## src/rtl/ifu_prefetch_if.sv

```systemverilog
// ifu_prefetch_if: memory request/response and decode-side
// signals of the prefetching fetch unit.
interface ifu_prefetch_if #(
  parameter int XLEN = 32
);
  logic            req_valid_o;
  logic            req_ready_i;
  logic [XLEN-1:0] req_addr_o;
  logic            rsp_valid_i;
  logic [31:0]     rsp_data_i;
  logic            inst_valid_o;
  logic [31:0]     inst_o;
  logic [XLEN-1:0] pc_o;
  logic            id_ready_i;
  logic            jump_req_i;
  logic [XLEN-1:0] jump_pc_i;
  logic            excp_jump_req_i;
  logic [XLEN-1:0] excp_jump_pc_i;

  modport master (
    output req_valid_o,
    input  req_ready_i,
    output req_addr_o,
    input  rsp_valid_i,
    input  rsp_data_i,
    output inst_valid_o,
    output inst_o,
    output pc_o,
    input  id_ready_i,
    input  jump_req_i,
    input  jump_pc_i,
    input  excp_jump_req_i,
    input  excp_jump_pc_i
  );

  modport slave (
    input  req_valid_o,
    output req_ready_i,
    input  req_addr_o,
    output rsp_valid_i,
    output rsp_data_i,
    input  inst_valid_o,
    input  inst_o,
    input  pc_o,
    output id_ready_i,
    output jump_req_i,
    output jump_pc_i,
    output excp_jump_req_i,
    output excp_jump_pc_i
  );
endinterface

```

## src/rtl/ifu_prefetch.sv

```systemverilog
// ifu_prefetch: credit-based prefetching fetch unit with a
// DEPTH-entry {pc, inst} queue and wrong-path response drop.
module ifu_prefetch #(
  parameter int              XLEN       = 32,
  parameter int              DEPTH      = 4,
  parameter logic [XLEN-1:0] RESET_ADDR = '0
) (
  input  logic                 clk,
  input  logic                 rst_n,
  ifu_prefetch_if.master       bus
);

  localparam int AW = $clog2(DEPTH);
  localparam int CW = AW + 1;
  localparam logic [CW:0] LP_DEPTH = (CW+1)'(DEPTH);
  localparam logic [31:0] NOP = 32'h0000_0013;

  logic [XLEN-1:0] r_fetch_pc;
  logic [XLEN-1:0] r_rsp_pc;
  logic [CW-1:0]   r_count;
  logic [CW-1:0]   r_outstanding;
  logic [CW-1:0]   r_drop_cnt;
  logic [AW-1:0]   r_rd_ptr;
  logic [AW-1:0]   r_wr_ptr;
  logic [XLEN-1:0] r_q_pc   [DEPTH];
  logic [31:0]     r_q_inst [DEPTH];

  logic            w_redirect;
  logic [XLEN-1:0] w_target;
  logic [CW:0]     w_inflight;
  logic            w_req_valid;
  logic            w_req_fire;
  logic            w_inst_valid;
  logic            w_pop;
  logic            w_push;
  logic            w_rsp;

  assign w_rsp      = bus.rsp_valid_i;
  assign w_redirect = bus.excp_jump_req_i | bus.jump_req_i;
  assign w_target   = bus.excp_jump_req_i ? bus.excp_jump_pc_i
                                          : bus.jump_pc_i;
  assign w_inflight = {1'b0, r_count} + {1'b0, r_outstanding};
  assign w_req_valid = !w_redirect && (w_inflight < LP_DEPTH);
  assign w_req_fire  = w_req_valid && bus.req_ready_i;
  assign w_inst_valid = (r_count != '0) && !w_redirect;
  assign w_pop  = w_inst_valid && bus.id_ready_i;
  assign w_push = w_rsp && (r_drop_cnt == '0) && !w_redirect;

  assign bus.req_valid_o  = w_req_valid;
  assign bus.req_addr_o   = r_fetch_pc;
  assign bus.inst_valid_o = w_inst_valid;
  assign bus.inst_o = w_inst_valid ? r_q_inst[r_rd_ptr] : NOP;
  assign bus.pc_o   = w_inst_valid ? r_q_pc[r_rd_ptr] : '0;

  // Fetch and response PC tracking; both jump on redirect.
  always_ff @(posedge clk or negedge rst_n) begin
    if (!rst_n) begin
      r_fetch_pc <= RESET_ADDR;
      r_rsp_pc   <= RESET_ADDR;
    end else if (w_redirect) begin
      r_fetch_pc <= w_target;
      r_rsp_pc   <= w_target;
    end else begin
      if (w_req_fire) r_fetch_pc <= r_fetch_pc + XLEN'(4);
      if (w_push)     r_rsp_pc   <= r_rsp_pc + XLEN'(4);
    end
  end

  // Requests in flight, and how many of them are wrong-path.
  always_ff @(posedge clk or negedge rst_n) begin
    if (!rst_n) begin
      r_outstanding <= '0;
      r_drop_cnt    <= '0;
    end else begin
      r_outstanding <= r_outstanding + CW'(w_req_fire)
                     - CW'(w_rsp);
      if (w_redirect)
        r_drop_cnt <= r_outstanding - CW'(w_rsp);
      else if (w_rsp && r_drop_cnt != '0)
        r_drop_cnt <= r_drop_cnt - CW'(1);
    end
  end

  // Queue occupancy and pointers; redirect flushes.
  always_ff @(posedge clk or negedge rst_n) begin
    if (!rst_n) begin
      r_count  <= '0;
      r_rd_ptr <= '0;
      r_wr_ptr <= '0;
    end else if (w_redirect) begin
      r_count  <= '0;
      r_rd_ptr <= '0;
      r_wr_ptr <= '0;
    end else begin
      if (w_push) r_wr_ptr <= r_wr_ptr + AW'(1);
      if (w_pop)  r_rd_ptr <= r_rd_ptr + AW'(1);
      unique case (1'b1)
        (w_push && !w_pop): r_count <= r_count + CW'(1);
        (w_pop && !w_push): r_count <= r_count - CW'(1);
        default:            r_count <= r_count;
      endcase
    end
  end

  // Queue storage; contents are only meaningful below r_count.
  always_ff @(posedge clk) begin
    if (w_push) begin
      r_q_pc[r_wr_ptr]   <= r_rsp_pc;
      r_q_inst[r_wr_ptr] <= bus.rsp_data_i;
    end
  end

  a_no_orphan_rsp: assert property (
    @(posedge clk) disable iff (!rst_n)
    !(w_rsp && r_outstanding == '0));

  a_credit: assert property (
    @(posedge clk) disable iff (!rst_n)
    w_inflight <= LP_DEPTH);

endmodule

```

## src/flat_wrapper.sv

```systemverilog
// flat-port wrapper written by rule: the top's interface ports become plain ports
module ifu_prefetch_flat 
#(
  parameter int              XLEN       = 32,
  parameter int              DEPTH      = 4,
  parameter logic [XLEN-1:0] RESET_ADDR = '0
)
  (clk, rst_n, bus_req_valid_o, bus_req_ready_i, bus_req_addr_o, bus_rsp_valid_i, bus_rsp_data_i, bus_inst_valid_o, bus_inst_o, bus_pc_o, bus_id_ready_i, bus_jump_req_i, bus_jump_pc_i, bus_excp_jump_req_i, bus_excp_jump_pc_i);
  ifu_prefetch_if #(.XLEN(XLEN)) bus_i ();
  input  logic clk;
  input  logic rst_n;
  output wire logic [$bits(bus_i.req_valid_o)-1:0] bus_req_valid_o;
  input wire logic [$bits(bus_i.req_ready_i)-1:0] bus_req_ready_i;
  output wire logic [$bits(bus_i.req_addr_o)-1:0] bus_req_addr_o;
  input wire logic [$bits(bus_i.rsp_valid_i)-1:0] bus_rsp_valid_i;
  input wire logic [$bits(bus_i.rsp_data_i)-1:0] bus_rsp_data_i;
  output wire logic [$bits(bus_i.inst_valid_o)-1:0] bus_inst_valid_o;
  output wire logic [$bits(bus_i.inst_o)-1:0] bus_inst_o;
  output wire logic [$bits(bus_i.pc_o)-1:0] bus_pc_o;
  input wire logic [$bits(bus_i.id_ready_i)-1:0] bus_id_ready_i;
  input wire logic [$bits(bus_i.jump_req_i)-1:0] bus_jump_req_i;
  input wire logic [$bits(bus_i.jump_pc_i)-1:0] bus_jump_pc_i;
  input wire logic [$bits(bus_i.excp_jump_req_i)-1:0] bus_excp_jump_req_i;
  input wire logic [$bits(bus_i.excp_jump_pc_i)-1:0] bus_excp_jump_pc_i;
  assign bus_req_valid_o = bus_i.req_valid_o;
  assign bus_i.req_ready_i = bus_req_ready_i;
  assign bus_req_addr_o = bus_i.req_addr_o;
  assign bus_i.rsp_valid_i = bus_rsp_valid_i;
  assign bus_i.rsp_data_i = bus_rsp_data_i;
  assign bus_inst_valid_o = bus_i.inst_valid_o;
  assign bus_inst_o = bus_i.inst_o;
  assign bus_pc_o = bus_i.pc_o;
  assign bus_i.id_ready_i = bus_id_ready_i;
  assign bus_i.jump_req_i = bus_jump_req_i;
  assign bus_i.jump_pc_i = bus_jump_pc_i;
  assign bus_i.excp_jump_req_i = bus_excp_jump_req_i;
  assign bus_i.excp_jump_pc_i = bus_excp_jump_pc_i;
  ifu_prefetch #(.XLEN(XLEN), .DEPTH(DEPTH), .RESET_ADDR(RESET_ADDR)) u_core (.clk(clk), .rst_n(rst_n), .bus(bus_i));
endmodule
```

## config.mk

```make
export PLATFORM = sky130hd
export DESIGN_NAME = ifu_prefetch_flat
export DESIGN_NICKNAME = d
export VERILOG_FILES = /design/src/rtl/ifu_prefetch_if.sv /design/src/rtl/ifu_prefetch.sv /design/src/flat_wrapper.sv
export SDC_FILE = /design/constraint.sdc
export NUM_CORES = 1
export LEC_CHECK = 0
export BUFFER_PORTS_ARGS = -buffer_cell sky130_fd_sc_hd__buf_2
export CAP_MARGIN = 20
export CORE_ASPECT_RATIO = 1.25
export CORE_MARGIN = 2
export CORE_UTILIZATION = 45
export DETAILED_ROUTE_END_ITERATION = 7
export PLACE_DENSITY = 0.67
export SETUP_SLACK_MARGIN = 0.05
export SLEW_MARGIN = 20
export SYNTH_ARGS = -nofsm -noshare
export SYNTH_HDL_FRONTEND = slang
export SYNTH_SLANG_ARGS = --single-unit
```

## constraint.sdc

```tcl
create_clock -name clk -period 3.5 [get_ports clk]
set_clock_uncertainty 0.1 [all_clocks]
set_input_delay 0.35 -clock clk [delete_from_list [all_inputs] [get_ports clk]]
set_output_delay 0.35 -clock clk [all_outputs]
set_load 0.01 [all_outputs]
```

# Word-level counts from Yosys, hierarchy flattened
# Memory sizes are Yosys's and may differ from the RTL's.
# Cells that the tools add are included.
# W data, S select, Z words.
word_totals:
  ff_bits: 77
  n_memories: 2
  in_bits: 103
  mem_bits_rw: 256
memory_table:
  columns: ["name", "depth", "width", "read_ports", "rd_ports_with_merged_regs", "write_ports", "line", "text"]
  rows:
  - ["u_core.r_q_inst", 4, 32, 1, 0, 1, "ifu_prefetch.sv:26", "logic [31:0] r_q_inst [DEPTH];"]
  - ["u_core.r_q_pc", 4, 32, 1, 0, 1, "ifu_prefetch.sv:25", "logic [XLEN-1:0] r_q_pc [DEPTH];"]
op_classes:
  muxes: 17
  n_addsub: 11
  reduce_logical: 20
  magnitude_cmp: 1
  bitwise: 1
op_table:
  columns: ["cell", "n"]
  rows:
  - ["$mux W32", 7]
  - ["$add A32 B3 Y32 const B", 2]
  - ["$logic_and A1 B1 Y1", 9]
  - ["$mux W3", 3]
  - ["$reduce_bool A3 Y1", 3]
  - ["$mux W2", 4]
  - ["$reduce_bool A2 Y1", 4]
  - ["$pmux W3 S2", 1]
  - ["$sub A3 B1 Y3", 2]
  - ["$sub A3 B1 Y3 const B", 2]
  - ["$add A2 B1 Y2 const B", 2]
  - ["$add A3 B3 Y4", 1]
  - ["$lt A4 B3 Y1 const B", 1]
  - ["$add A3 B1 Y3", 1]
  - ["$add A3 B1 Y3 const B", 1]
  - ["$logic_not A1 Y1", 3]
  - ["$logic_not A3 Y1", 1]
  - ["$mux W1", 2]
  - ["$or A1 B1 Y1", 1]

# Logic depth before layout (Yosys ltp)
depth:
  ltp_word: 8
  depth_mapped: 11
  mapped_depth_nobuf: 9

# Worst setup path before layout
# No wires, ideal clock.
synth_path:
  path_type: "reg-to-reg"
  start: "reg u_core.r_drop_cnt[0]"
  end: "mem u_core.r_q_inst[0][0] (enable)"
  t_required_ns: 2.971
  path_stages_with_launch: 7
  synth_period_minus_slack_ns: 3.550
  arrival_time_ns: 3.021
  slack_ns: -0.050
  path_cell_list: "dfrtp_1 -> inv_1 -> ha_1 -> and3b_1 -> clkbuf_1 -> clkbuf_1 -> and3_1"
synth_between:
  elab_chain_len: 5
synth_rtl:
  columns: ["item", "line", "text"]
  rows:
  - ["start, declared", "ifu_prefetch.sv:22", "logic [CW-1:0] r_drop_cnt;"]
  - ["start signal, assigned", "ifu_prefetch.sv:78", "r_drop_cnt <= r_outstanding - CW'(w_rsp);"]
  - ["start signal, assigned", "ifu_prefetch.sv:80", "r_drop_cnt <= r_drop_cnt - CW'(1);"]
  - ["$logic_not A3 Y1", "ifu_prefetch.sv:47", "assign w_push = w_rsp && (r_drop_cnt == '0) && !w_redirect;"]
  - ["$logic_and A1 B1 Y1 (2 in a row)", "ifu_prefetch.sv:47", null]
  - ["$mux W1", "ifu_prefetch.sv:107", "if (w_push) begin"]
  - ["$mux W1 (implied by the code)", "ifu_prefetch.sv:109", "r_q_inst[r_wr_ptr] <= bus.rsp_data_i;"]
  - ["end, declared", "ifu_prefetch.sv:26", null]
# Every way passes these cells.

# Worst setup path after layout
layout_path:
  start: "reg u_core.r_rd_ptr[0]"
  end: "out bus_pc_o[28]"
layout_between:
  elab_chain_len: 2
layout_rtl:
  columns: ["item", "line", "text"]
  rows:
  - ["start, declared", "ifu_prefetch.sv:23", "logic [AW-1:0] r_rd_ptr;"]
  - ["start signal, assigned", "ifu_prefetch.sv:96", "if (w_pop) r_rd_ptr <= r_rd_ptr + AW'(1);"]
  - ["$mem_v2 Z4 W32", null, null]
  - ["$mux W32", "ifu_prefetch.sv:53", "assign bus.pc_o = w_inst_valid ? r_q_pc[r_rd_ptr] : '0;"]
  - ["end, declared", "flat_wrapper.sv:19", "output wire logic [$bits(bus_i.pc_o)-1:0] bus_pc_o;"]
# Every way passes these cells.

==> flow_metrics.py <==
metrics = {
    "clocking": {
        "cts_tree": "done",
        "cts.sinks": 331,
        "hold_buffers": 47,
        "root_buffer": "clkbuf_16",
        "numCtsBuffers": 31,
        "clock_latency_ns": 0.57,
        "post_cts_buffers": 0,
        "path_clk_slew_ns": 0.07,
        "htreeDepth": 1,
        "cts_resized": 0,
        "clockBufferDepth": 3,
    },
    "synthesis": {
        "ys_async_sr_fraction_pct": 22.7,
        "synth-seq-cells": 331,
        "yosysTopAreaCell": "edfxtp_1",
        "synth_nets": 1124,
        "yosysSeqAreaShare_pct": 65.7,
        "synth-edff-count": 256,
        "synth.distinct_cells": 61,
        "yosys.area.top_type_share_pct": 52.8,
        "yosys-top-cells-area": "edfxtp_1, dfrtp_1, mux4_2",
        "yosysWarnings": 0,
        "syn-cell-area_um2": 14600,
        "synth_common_cells": "edfxtp_1, dfrtp_1, and2_1",
        "syn_area_per_cell_um2": 14.5,
        "synthFlopType": "edfxtp_1",
        "synthCells": 1004,
        "yosysMostFrequentCell": "edfxtp_1",
    },
    "setup_path": {
        "reg2reg_to": "u_core.r_outstanding[1]$_DFF_PN0_",
        "cp_max_fo": 19,
        "rr_worst_depth": 8,
        "cp-end-kind": "primary output",
        "crit_required_ns": 3.05,
        "arrival_ns": 2.56,
        "r2r_setup_slack_ns": 0.77,
        "r2r-start": "u_core.r_outstanding[2]$_DFF_PN0_",
        "startpoint_type": "flop",
        "setup.worst_path.class": "reg2out",
    },
    "finish": {
        "multi_input_area_um2": 4700,
        "drive_above_1_share_pct": 28.2,
        "n_fill_cell": 2553,
        "final_area_um2": 17600,
        "ff_latch_area_um2": 9570,
        "final_cells": 1690,
        "n_antenna_cell": 0,
        "area_delta_synth_final_pct": 20.9,
        "fin_nets": 1373,
        "final_core_util_pct": 55.2,
    },
    "detailed_routing": {
        "drcViolationCount": 0,
        "routed_wl_mm": 33.0,
        "post_drt_wl_per_cell_um": 19.5,
        "viasPerCell": 5.56,
        "vias": 9398,
        "drtIter0Drc": 782,
        "dr.pass1.iters": 7,
        "ant_nets": 0,
    },
    "placed_design": {
        "gp_congestion": 0.879,
        "place_area_um2": 16100,
        "dpl.cell_count": 1585,
        "portBuffers": 200,
        "hpwl_mm": 21.3,
    },
    "min_path": {
        "min_path_type": "in2reg",
        "hold_path.startpoint": "bus_jump_pc_i[1]",
        "hold_depth": 3,
        "hold_path_end": "u_core.r_rsp_pc[1]$_DFFE_PN0P_",
    },
    "die": {
        "die_x_um": 165,
        "die_h_um": 205,
        "start_util_pct": 45.7,
        "rows": 73,
        "ios": 201,
        "coreArea_um2": 31900,
        "dieArea_um2": 33800,
    },
    "global_route": {
        "grt_usage_pct": 19.8,
        "grt_pass1_wl_mm": 51.9,
        "grt_max_degree": 65,
        "gr-total-overflow": 0,
        "antenna_found_initial": 0,
        "first_global_vias": 9441,
    },
    "timing": {
        "finalCritPeriodShare_pct": 86.0,
        "setup_viol": 0,
        "post-route-min-period_ns": 3.01,
        "fmax_ghz": 0.332,
        "worst_pin_slew_ns": 0.880,
        "hold_viol": 0,
        "drv_slew": 0,
        "grt_setup_unrepaired": "no",
        "slew_headroom_pct": 41.4,
        "final.setup.tns_ns": 0,
    },
    "power": {
        "leakagePower_nw": 6.59,
        "peakVddDrop_mv": 0.379,
        "powerDensity_nw_per_um2": 500,
        "power.total_mw": 8.80,
    },
    "run": {
        "cap_viol_max_count": 0,
    },
    "status": {
        "status": "complete, no violations",
    },
}
[layout by cell type, fill, tap and decap left out, types with 6 or more instances in the layout]
cell type / n
and2_1: 72
nand2_1: 70
a31oi_1: 16
o21ai_0: 38
nand4_1: 21
clkbuf_1: 7
nor3_1: 15
nor4_1: 7
mux4_2: 64
clkbuf_16: 31
nand3_1: 33
buf_4: 20
a2bb2oi_1: 8
edfxtp_1: 256
xor2_1: 11
a21o_1: 6
and3_1: 19
nor2_1: 38
a21oi_1: 59
clkinv_2: 10
ha_1: 15
buf_2: 199
or3_1: 6
inv_1: 22
dfrtp_1: 73
dlygate4sd3_1: 47
xnor2_1: 14
[worst max path at each step]
| stage | end | start | depth (start not counted) | slack, ns |
|---|---|---|---|---|
| floorplan | u_core.r_q_inst[0][0]$_DFFE_PP_ | u_core.r_drop_cnt[0]$_DFFE_PN0P_ | 6 | 0.65 |
| finish | bus_pc_o[28] | u_core.r_rd_ptr[0]$_DFFE_PN0P_ | 4 | 0.49 |
| global placement | u_core.r_outstanding[1]$_DFF_PN0_ | u_core.r_outstanding[2]$_DFF_PN0_ | 8 | 0.80 |
| CTS | bus_pc_o[5] | u_core.r_rd_ptr[0]$_DFFE_PN0P_ | 4 | 0.41 |
| global route | bus_pc_o[11] | u_core.r_rd_ptr[0]$_DFFE_PN0P_ | 4 | 0.31 |
| detailed placement | u_core.r_outstanding[2]$_DFF_PN0_ | u_core.r_outstanding[2]$_DFF_PN0_ | 8 | 0.78 |
[through the flow]
| step | hold slack, ns | worst slack [ns] |
|---|---|---|
| 2_1_floorplan | -0.0456 | 0.654 |
| 3_3_place_gp | 0.418 | 0.796 |
| 3_5_place_dp | 0.419 | 0.781 |
| 4_1_cts | 0.00261 | 0.415 |
| 5_1_grt | 0.0240 | 0.313 |
| 6_report | 0.0208 | 0.489 |
[state kept, by name (all words and copies together), names as in the netlist]
register and cells:
u_core.r_rsp_pc 31, u_core.r_q_pc 128, u_core.r_q_inst 128, u_core.bus.req_addr_o 31
u_core.r_outstanding 3, u_core.r_drop_cnt 3, u_core.r_wr_ptr 2, u_core.r_count 3
u_core.r_rd_ptr 2
[worst max-delay path: stages, from the launching register on]
cell and delay, ns:
dfrtp_4 0.67, buf_4 0.40, mux4_2 0.60, and2_1 0.19, buf_2 0.13
[final cells by class]
cell class,count,area share (%)
Clock inverter,15,0.867
Timing Repair Buffer,271,9.75
Clock buffer,43,4.95
Inverter,22,0.469
Tap cell,412,2.93
Multi-Input combinational cell,596,26.7
Sequential cell,331,54.3
[power breakdown]
group | switching [mW] | total, mW | internal, mW
sequential | 0.206 | 4.63 | 4.42
clock | 1.42 | 3.37 | 1.95
combinational | 0.441 | 0.806 | 0.365
[cell families after synthesis]
kind of cell	count (synthesis)	share of synthesized area (%)
AO/OA/AOI/OAI	174	7.34
XOR/XNOR	25	1.50
adder cells (fa/ha/maj)	17	1.56
buffers and inverters	77	2.17
flip-flops	331	65.7
multiplexers	68	10.2
AND/OR/NAND/NOR	312	11.6
[metal layers]
| metal | wire length [um] | part of all wire (%) | vias up | GRT usage, % |
|---|---|---|---|---|
| met5 | 0 | 0 | - | 0 |
| met4 | 771 | 2.3 | 0 | 6.06 |
| met3 | 1840 | 5.6 | 44 | 2.85 |
| met2 | 16000 | 49 | 332 | 33.2 |
| met1 | 14400 | 44 | 4653 | 26.9 |
| li1 | - | - | 4369 | - |
(Power assumes the default switching activity.)
